[config.mk]
export PLATFORM = sky130hd
export DESIGN_NAME = pc_seq_ctrl
export DESIGN_NICKNAME = d
export VERILOG_FILES = /design/src/rtl/pc_seq_pkg.sv /design/src/rtl/next_pc_mux.sv /design/src/rtl/pc_seq_ctrl.sv
export SDC_FILE = /design/constraint.sdc
export NUM_CORES = 1
export LEC_CHECK = 0
export ABC_AREA = 1
export BUFFER_PORTS_ARGS = -buffer_cell sky130_fd_sc_hd__buf_2
export CORE_MARGIN = 2
export CORE_UTILIZATION = 35
export CTS_CLUSTER_DIAMETER = 200
export DETAILED_ROUTE_END_ITERATION = 10
export SLEW_MARGIN = 10
export SYNTH_ARGS = -nofsm -noshare
export SYNTH_HDL_FRONTEND = slang
export SYNTH_HIERARCHICAL = 1
export SYNTH_SLANG_ARGS = --single-unit
export TNS_END_PERCENT = 20
[constraint.sdc]
create_clock -name clk -period 3 [get_ports clk]
set_clock_uncertainty 0.1 [all_clocks]
set_input_delay 0.3 -clock clk [delete_from_list [all_inputs] [get_ports clk]]
set_output_delay 0.3 -clock clk [all_outputs]
set_load 0.01 [all_outputs]
[src/rtl/pc_seq_pkg.sv]
// Shared types and constants for the fetch-stage next-PC sequencer.
package pc_seq_pkg;

    typedef enum logic [1:0] {
        StBoot  = 2'd0,
        StRun   = 2'd1,
        StFlush = 2'd2
    } pc_seq_state_e;

    localparam int unsigned INC_C = 2;
    localparam int unsigned INC_I = 4;

    // Wide enough to hold max(boot, flush) - 1 with one bit of headroom.
    function automatic int unsigned cnt_width(input int unsigned boot_cycles,
                                              input int unsigned flush_cycles);
        int unsigned longest;
        longest = (boot_cycles > flush_cycles) ? boot_cycles : flush_cycles;
        return $clog2(longest) + 1;
    endfunction

endpackage

[src/rtl/next_pc_mux.sv]
// Priority selector for the RUN-state next PC: trap, branch, stall hold, sequential step.
module next_pc_mux
    import pc_seq_pkg::*;
#(
    parameter int unsigned ADDR_W = 12
) (
    input  logic              trap_req_i,
    input  logic [ADDR_W-1:0] trap_vec_i,
    input  logic              br_taken_i,
    input  logic [ADDR_W-1:0] br_target_i,
    input  logic              stall_i,
    input  logic              is_compressed_i,
    input  logic [ADDR_W-1:0] pc_i,
    output logic [ADDR_W-1:0] next_pc_o,
    output logic              redirect_o
);

    localparam logic [ADDR_W-1:0] ALIGN_MASK = {{(ADDR_W - 1){1'b1}}, 1'b0};

    assign redirect_o = trap_req_i | br_taken_i;

    always_comb begin
        // Sequential step wraps modulo 2^ADDR_W by construction.
        next_pc_o = pc_i + (is_compressed_i ? ADDR_W'(INC_C) : ADDR_W'(INC_I));
        if (trap_req_i) begin
            next_pc_o = trap_vec_i & ALIGN_MASK;
        end else if (br_taken_i) begin
            next_pc_o = br_target_i & ALIGN_MASK;
        end else if (stall_i) begin
            next_pc_o = pc_i;
        end
    end

endmodule

[src/rtl/pc_seq_ctrl.sv]
// Fetch-stage next-PC sequencer: boot hold, sequential/redirect selection and flush window.
module pc_seq_ctrl
    import pc_seq_pkg::*;
#(
    parameter int unsigned       ADDR_W       = 12,
    parameter logic [ADDR_W-1:0] RESET_ADDR   = '0,
    parameter int unsigned       BOOT_CYCLES  = 4,
    parameter int unsigned       FLUSH_CYCLES = 2
) (
    input  logic              clk,
    input  logic              rst,
    input  logic              stall,
    input  logic              is_compressed,
    input  logic              br_taken,
    input  logic [ADDR_W-1:0] br_target,
    input  logic              trap_req,
    input  logic [ADDR_W-1:0] trap_vec,
    output logic [ADDR_W-1:0] addr_in,
    output logic [ADDR_W-1:0] pc_q,
    output logic              fetch_valid,
    output logic              flush
);

    localparam int unsigned       CNT_W      = cnt_width(BOOT_CYCLES, FLUSH_CYCLES);
    localparam logic [CNT_W-1:0]  BOOT_LAST  = CNT_W'(BOOT_CYCLES - 1);
    localparam logic [CNT_W-1:0]  FLUSH_LAST = CNT_W'(FLUSH_CYCLES - 1);
    localparam logic [ADDR_W-1:0] ALIGN_MASK = {{(ADDR_W - 1){1'b1}}, 1'b0};
    localparam logic [ADDR_W-1:0] BOOT_PC    = RESET_ADDR & ALIGN_MASK;

    pc_seq_state_e     state_q;
    logic [CNT_W-1:0]  boot_cnt_q;
    logic [CNT_W-1:0]  flush_cnt_q;
    logic [ADDR_W-1:0] run_pc;
    logic              run_redirect;
    logic [ADDR_W-1:0] trap_tgt;

    assign trap_tgt = trap_vec & ALIGN_MASK;

    next_pc_mux #(
        .ADDR_W(ADDR_W)
    ) u_next_pc_mux (
        .trap_req_i     (trap_req),
        .trap_vec_i     (trap_vec),
        .br_taken_i     (br_taken),
        .br_target_i    (br_target),
        .stall_i        (stall),
        .is_compressed_i(is_compressed),
        .pc_i           (pc_q),
        .next_pc_o      (run_pc),
        .redirect_o     (run_redirect)
    );

    always_comb begin
        addr_in     = BOOT_PC;
        fetch_valid = 1'b0;
        flush       = 1'b0;
        case (state_q)
            StRun: begin
                addr_in     = run_pc;
                fetch_valid = ~stall;
            end
            StFlush: begin
                addr_in = pc_q;
                flush   = 1'b1;
            end
            default: ;
        endcase
    end

    always_ff @(posedge clk) begin
        if (rst) begin
            state_q     <= StBoot;
            boot_cnt_q  <= '0;
            flush_cnt_q <= '0;
            pc_q        <= BOOT_PC;
        end else begin
            case (state_q)
                StBoot: begin
                    if (boot_cnt_q == BOOT_LAST) begin
                        state_q    <= StRun;
                        boot_cnt_q <= '0;
                    end else begin
                        boot_cnt_q <= boot_cnt_q + CNT_W'(1);
                    end
                end
                StRun: begin
                    pc_q <= run_pc;
                    if (run_redirect) begin
                        state_q     <= StFlush;
                        flush_cnt_q <= '0;
                    end
                end
                StFlush: begin
                    // Late trap restarts the window; branches here come from squashed work.
                    if (trap_req) begin
                        pc_q        <= trap_tgt;
                        flush_cnt_q <= '0;
                    end else if (flush_cnt_q == FLUSH_LAST) begin
                        state_q     <= StRun;
                        flush_cnt_q <= '0;
                    end else begin
                        flush_cnt_q <= flush_cnt_q + CNT_W'(1);
                    end
                end
                default: begin
                    state_q     <= StBoot;
                    boot_cnt_q  <= '0;
                    flush_cnt_q <= '0;
                    pc_q        <= BOOT_PC;
                end
            endcase
        end
    end

endmodule

After elaboration in Yosys (flattened, before gate mapping) --
Index checks and enable logic that the tools add are counted.
Cells by class: add/subtract/negate cells 3, equality and inequality tests 9, mux-type cells 20, bitwise operators 3, reductions and logical operators 5
Operators with widths (count):
- 12-bit two-way mux | 4
- 12-bit one-hot mux with 3 select lines | 1
- 12-bit one-hot mux with 2 select lines | 1
- 3-bit two-way mux | 5
- 12-bit adder | 1
- 2-bit inequality test (second input constant) | 5
- 3-bit one-hot mux with 3 select lines | 1
- 2-bit two-way mux | 4
- 3-bit by 1-bit adder with 3-bit output (second input constant) | 2
- 2-bit one-hot mux with 3 select lines | 1
- 3-bit one-hot mux with 2 select lines | 1
- 2-bit AND reduction | 2
- 4-bit AND reduction | 1
- 3-bit by 1-bit equality test with 1-bit output (second input constant) | 1
- 3-bit by 2-bit equality test with 1-bit output (second input constant) | 1
- 2-bit by 1-bit equality test with 1-bit output (second input constant) | 1
- 2-bit equality test (second input constant) | 1
- 2-bit zero test | 1
- 1-bit two-way mux | 2
- 1-bit inverter | 2
- 2-bit OR reduction | 1
- 1-bit bitwise OR | 1
Storage, ports and cells: register bits 20, input port bits 30, output and inout port bits 26, word-level logic and storage cells 44

Longest topological paths before layout --
Gate-level depths: netlist of run 1.
depth after elaboration 6, mapped depth 14, depth with buffers taken out 14

By module --
Netlist of run 1, hierarchy kept.
Modules (own cells, without submodules):
- pc_seq_ctrl | instances 1, cells an instance 187, area each 1206.2 sq um, seq. area each 400.4 sq um
- next_pc_mux | instances 1, cells an instance 122, area each 579.3 sq um, seq. area each 0.0 sq um

Least setup slack after synthesis of run 1 --
Ideal clock, no wire load.
kind register -> output, start point register pc_q[1], end point output port addr_in[3], arrival time 1.607 ns, data required time 2.600 ns, slack 0.993 ns, cell stages (with the launch flop) 10, buffers on the path 0, cells stage by stage dfxtp_1 > ha_1 > fa_1 > nand2_1 > inv_1 > nand2_1 > nand2_1 > o211ai_1 > nand2_1 > a21oi_1
Between the ends: word-level cells in the longest chain between the ends 5
Ends and longest elaborated chain:
- start: declaration | RTL line pc_seq_ctrl.sv:19 | output logic [ADDR_W-1:0] pc_q,
- start signal: assignment | RTL line pc_seq_ctrl.sv:87 | pc_q <= run_pc;
- start signal: assignment | RTL line pc_seq_ctrl.sv:96 | pc_q <= trap_tgt;
- 12-bit adder | RTL line next_pc_mux.sv:24 | next_pc_o = pc_i + (is_compressed_i ? ADDR_W'(INC_C) : ADDR_W'(INC_I));
- 12-bit two-way mux | RTL line next_pc_mux.sv:29 | end else if (stall_i) begin
- 12-bit two-way mux | RTL line next_pc_mux.sv:27 | end else if (br_taken_i) begin
- 12-bit two-way mux | RTL line next_pc_mux.sv:25 | if (trap_req_i) begin
- named net run_pc[3] | RTL line pc_seq_ctrl.sv:33 | logic [ADDR_W-1:0] run_pc;
- 12-bit one-hot mux with 2 select lines | RTL line pc_seq_ctrl.sv:57 | case (state_q)
- end: declaration | RTL line pc_seq_ctrl.sv:18 | output logic [ADDR_W-1:0] addr_in,
The timed path passes the listed nets, and every way through them passes these cells.

Final worst setup path of run 1 --
Ends and elaborated chain as after synthesis.

==> impl_metrics.json, run 1 <==
{
  "status": "complete, no violations",
  "syn_area_per_cell_um2": 5.78,
  "critical_path.max_stage_delay_ns": 0.40,
  "hold_violations": 0,
  "critPathCaptureType": "output pin",
  "cts_setup_buffers": 0,
  "ys_seq_elements": 20,
  "synthTopCellsByCount": "nand2_1 (123), nand3_1 (35), inv_1 (33)",
  "hold_buffers": 0,
  "power_uw": 1140,
  "placed_cells": 419,
  "async_flop_share": 0,
  "via_per_inst": 4.82,
  "clock_sinks": 20,
  "finalWirelength_um": 5130,
  "setup_tns_ns": 0,
  "worstPathArrival_ns": 2.04,
  "synthesis.nets": 348,
  "critPathMaxFanout": 5,
  "worst-path-buf-inv": 2,
  "min_from": "trap_vec[2]",
  "cts_root_buf": "clkbuf_8",
  "drtPass1Iterations": 4,
  "yosysMostFrequentCell": "nand2_1",
  "whs_endpoint": "pc_q[2]",
  "grt_pass1_wl_um": 8320,
  "antennaDiodeCount": 0,
  "maxSlewHeadroom": 0.572,
  "yosysUniqueCellTypes": 24,
  "syn_to_final_growth_pct": 20.4,
  "die_w_um": 75.4,
  "final_nets": 396,
  "clk_pin_slew_worst_paths_ns": 0.08,
  "reg2reg_depth": 6,
  "vias": 2040,
  "drive_above_1_share": 0.211,
  "drt_iter0_markers": 112,
  "setup_viol_count_final": 0,
  "slew_violations": 0,
  "grt_usage": 0.191,
  "core_um2": 4820,
  "ys.flop_type": "dfxtp_1",
  "grt-ovfl-total": 0,
  "synthCells": 309,
  "dieArea_um2": 5690,
  "min_period_ns": 2.44,
  "syn_area_um2": 1790,
  "initial_utilization": 0.371,
  "setup_ws_ns": 0.555,
  "yosys_warnings": 6,
  "grt_max_degree": 28,
  "ios": 56,
  "cp_common_cell": "nand2_1",
  "wl_per_cell_um": 12.1,
  "leakage_uw": 0.00107,
  "synth_edf_count": 0,
  "antenna_found_initial": 0,
  "antenna_left": 0,
  "min_path_cells": 5,
  "path_class": "reg2out",
  "rrSetupSlack_ns": 0.97,
  "cts_made_buffers": 3,
  "critPathSlowestCell": "fa_1",
  "seq_area_frac_synth": 0.224,
  "worst_pin_slew_ns": 0.642,
  "rsz0062_at_grt": "false",
  "yosys-top-cells-area": "nand2_1 (26%), dfxtp_1 (22%), nand3_1 (9.8%)",
  "hold_path.class": "in2reg",
  "drc": 0,
  "htree_num_levels": 1,
  "power-per-cell-area_nw_per_um2": 532,
  "crit_path_cell_trace": "ha_1 > fa_1 > nand2_1 > inv_1 > nand2_1 > nand2_1 > o211ai_1 > nand2_1 > a21oi_1 > buf_2",
  "post_cts_resized": 0,
  "clk_path_buf_depth": 2,
  "fill_cells": 562,
  "hpwl_um": 3680,
  "fmax_mhz": 409,
  "synth_top_cell_by_area": "nand2_1",
  "cap_violations": 0,
  "die-height_um": 75.4,
  "grt_pass1_vias": 1791,
  "cts_tree": "built",
  "portBuffers": 53,
  "synth_top_area_share": 0.259,
  "finalCritPeriodShare": 0.815,
  "clk-insertion-delay-late_ns": 0.26,
  "fin_util": 0.446,
  "rows": 25,
  "crit_path_start_kind": "register",
  "finalNonFillerCells": 423,
  "routabilityCongestion": 0.880,
  "timing.rr.start": "state_q[0]",
  "timing.rr.end": "pc_q[1]",
  "cp.required_ns": 2.60,
  "dpl_worst_slack_ns": 0.800,
  "ir_worst_vdd_v": 0.000319,
  "path_delay_family": "adder cells"
}
[cells by family (layout without fill, tap and decap cells)]
kind of cell	count (synthesis)	after routing	share of synthesized area
and+or+nand+nor	187	187	0.452
AOI/OAI and AO/OA	44	44	0.139
buffers and inverters	49	96	0.118
DFF	20	20	0.224
adders and majority gates	9	9	0.0673
[worst max-delay path by stage]
stage,from,end,slack (ns),cells after the start
finish,pc_q[1],addr_in[3],0.56,10
detailed placement,is_compressed,addr_in[3],0.80,11
global route,pc_q[1],addr_in[3],0.35,10
CTS,pc_q[1],addr_in[3],0.55,10
global placement,is_compressed,addr_in[3],0.77,11
floorplan,pc_q[1],addr_in[3],0.99,9
[area by class of cell]
class / instances / area [µm²] / area share
Multi-Input combinational cell: 240 / 1170 / 0.547
Sequential cell: 20 / 400 / 0.186
Timing Repair Buffer: 55 / 280 / 0.130
Inverter: 37 / 139 / 0.0646
Tap cell: 67 / 83.8 / 0.0390
Clock buffer: 3 / 41.3 / 0.0192
Clock inverter: 1 / 30.0 / 0.0140
[tightest hold or removal path: cells and delay by family]
family	cells	cell delay (ns)
AOI/OAI and AO/OA	1	0.05
buffers and inverters	1	0.11
and+or+nand+nor	3	0.17
[report_power, final]
part           total [µW]  internal, µW  switching (µW)
clock                 278           178            99.4
sequential            339           300            38.7
combinational         527           162             365
total                1140           640             503
[per-stage QoR]
stage	hold slack, ns	area [µm²]
after floorplan	0.262	1790
after global placement	0.331	2080
after detailed placement	0.332	2080
after CTS	0.284	2150
after global routing	0.310	2150
final	0.294	2150
[routing by layer]
layer,global-route usage,part of all wire,vias up
met5,0,0,-
met4,0.0409,0.0029,0
met1,0.251,0.47,914
met3,0.0410,0.055,2
met2,0.322,0.48,48
li1,-,-,1076
[registers in the layout, indices dropped and copies added (netlist names)]
name	count
boot_cnt_q	3
flush_cnt_q	3
state_q	2
pc_q	12
[cell usage in the layout, fill, tap and decap left out, types with 3 or more instances in the layout]
master	netlist	layout
inv_2	4	4
buf_2	6	53
clkbuf_8	0	3
nor2_2	4	4
a21oi_1	26	26
nand4_1	5	5
o21ai_0	9	9
inv_1	33	33
a21oi_2	4	4
nor2_1	16	16
dfxtp_1	20	20
ha_1	8	8
nand2_1	123	123
o211ai_1	3	3
nand3_1	35	35
Power figures use the tool's default switching activity.
==> run 2, diff against run 1 <==
==> constraint.sdc (replaced) <==
create_clock -name clk -period 2.2 [get_ports clk]
set_clock_uncertainty 0.1 [all_clocks]
set_input_delay 0.22 -clock clk [delete_from_list [all_inputs] [get_ports clk]]
set_output_delay 0.22 -clock clk [all_outputs]
set_load 0.01 [all_outputs]
==> run 2 against run 1 <==
  * The run now ends with setup timing left
  * Critical path depth did not move
  * Final area grew 3.6%
  * Die area stayed put
  * Critical path type unchanged
==> impl_metrics.json, run 2 (same netlist as run 1, synthesis figures left out) <==
{
  "antenna_found_initial": 0,
  "routabilityCongestion": 0.814,
  "power_uw": 1600,
  "critPathCaptureType": "output pin",
  "multi_input_area_um2": 1200,
  "cts_made_buffers": 3,
  "worstPathArrival_ns": 1.89,
  "cts_tree": "built",
  "ios": 56,
  "critPathMaxFanout": 3,
  "htree_num_levels": 1,
  "largest_reg_flops": 12,
  "setup_ws_ns": -0.0132,
  "wl_per_cell_um": 12.4,
  "die_w_um": 75.4,
  "rows": 25,
  "via_per_inst": 4.84,
  "min_period_ns": 2.21,
  "clk-insertion-delay-late_ns": 0.26,
  "grt_pass1_wl_um": 8490,
  "final_cell_mix": "nand2_1 (123), buf_2 (53), nand3_1 (35)",
  "antennaDiodeCount": 0,
  "setup_viol_count_final": 2,
  "crit_path_start_kind": "register",
  "finalWirelength_um": 5320,
  "core_um2": 4820,
  "cp.required_ns": 1.88,
  "top_register": "pc_q",
  "clock_sinks": 20,
  "grt_max_degree": 18,
  "final_nets": 402,
  "violations": "setup timing",
  "path_class": "reg2out",
  "syn_to_final_growth_pct": 24.7,
  "dpl_cell_area_um2": 2120,
  "drtPass1Iterations": 4,
  "hold_path.class": "in2reg",
  "drive_above_1_share": 0.246,
  "final_common_cell": "nand2_1",
  "seqCellArea_um2": 403,
  "grt-ovfl-total": 0,
  "maxSlewHeadroom": 0.734,
  "cap_violations": 0,
  "power-per-cell-area_nw_per_um2": 719,
  "fmax_mhz": 452,
  "initial_utilization": 0.371,
  "rsz0062_at_grt": "true",
  "final_area_um2": 2230,
  "drc": 0,
  "antenna_left": 0,
  "drt_iter0_markers": 120,
  "reg_top3": "pc_q x12, boot_cnt_q x3, flush_cnt_q x3",
  "dieArea_um2": 5690,
  "placed_cells": 424,
  "worst_pin_slew_ns": 0.398,
  "hold_violations": 0,
  "leakage_uw": 0.00110,
  "fill_cells": 556,
  "slew_violations": 0,
  "status": "finished with violations",
  "hold-worst-slack_ns": 0.208,
  "die-height_um": 75.4,
  "finalCritPeriodShare": 1.01,
  "cts_root_buf": "clkbuf_8",
  "hold_buffers": 0,
  "grt_pass1_vias": 1816,
  "finalNonFillerCells": 429,
  "grt_usage": 0.195,
  "vias": 2077,
  "hpwl_um": 3850,
  "portBuffers": 53,
  "ir_worst_vdd_v": 0.000719,
  "fin_util": 0.462,
  "clk_path_buf_depth": 2,
  "clk_pin_slew_worst_paths_ns": 0.08
}
## run 2: cell count changes in the layout (fill, tap and decap cells not counted), moves of 2 or more
cell and delta:
a21oi_2 +2, a21oi_1 -2, dfxtp_1 -2, dfxtp_2 +2, ha_1 -2, buf_4 +6
## run 2: report_power, final
group          switching (µW)  internal (µW)  total (µW)
clock                     139            243         382
sequential               50.9            410         460
combinational             513            246         759
total                     703            899        1600
## run 2: repair_timing
item / in CTS / in global routing
buffers inserted: 0 / 1
endpoints found under the hold margin: 0 / 0
setup endpoints to repair: 6 / 10
cloned: 0 / 0
pin swaps: 2 / 3
resized for setup: 6 / 4
## run 2: worst paths after layout
| check | endpoint | depth (start not counted) | startpoint | slack, ns |
|---|---|---|---|---|
| max | addr_in[3] | 10 | pc_q[1] | -0.01 |
| min | pc_q[2] | 5 | trap_vec[2] | 0.21 |
| max reg2reg | pc_q[1] | 7 | state_q[0] | 0.33 |
| min reg2reg | boot_cnt_q[2] | 2 | boot_cnt_q[2] | 0.35 |
## run 2: per-layer routing
layer	part of all wire	track usage
met5	0	0
met4	0.0081	0.0370
met3	0.046	0.0331
met2	0.47	0.330
met1	0.47	0.262
## run 2: final cells by class
cell class | instances | share of cell area
Clock buffer | 3 | 0.0185
Clock inverter | 1 | 0.0135
Inverter | 37 | 0.0624
Multi-Input combinational cell | 240 | 0.541
Sequential cell | 20 | 0.181
Tap cell | 67 | 0.0377
Timing Repair Buffer | 61 | 0.146
## run 2: worst max-delay path, cell delays in order (launching register included)
cell      delay, ns
dfxtp_2        0.35
ha_4           0.16
fa_2           0.34
nand2_1        0.09
inv_1          0.06
nand2_1        0.05
nand2_1        0.05
o211ai_1       0.15
nand2_1        0.11
a21oi_2        0.14
buf_2          0.14
## run 2: through the flow
step / setup slack (ns) / TNS (ns)
after global routing: -0.148 / -0.870
after floorplan: 0.273 / 0
final: -0.0132 / -0.0179
after global placement: 0.136 / 0
after detailed placement: 0.141 / 0
after CTS: -0.0583 / -0.0997
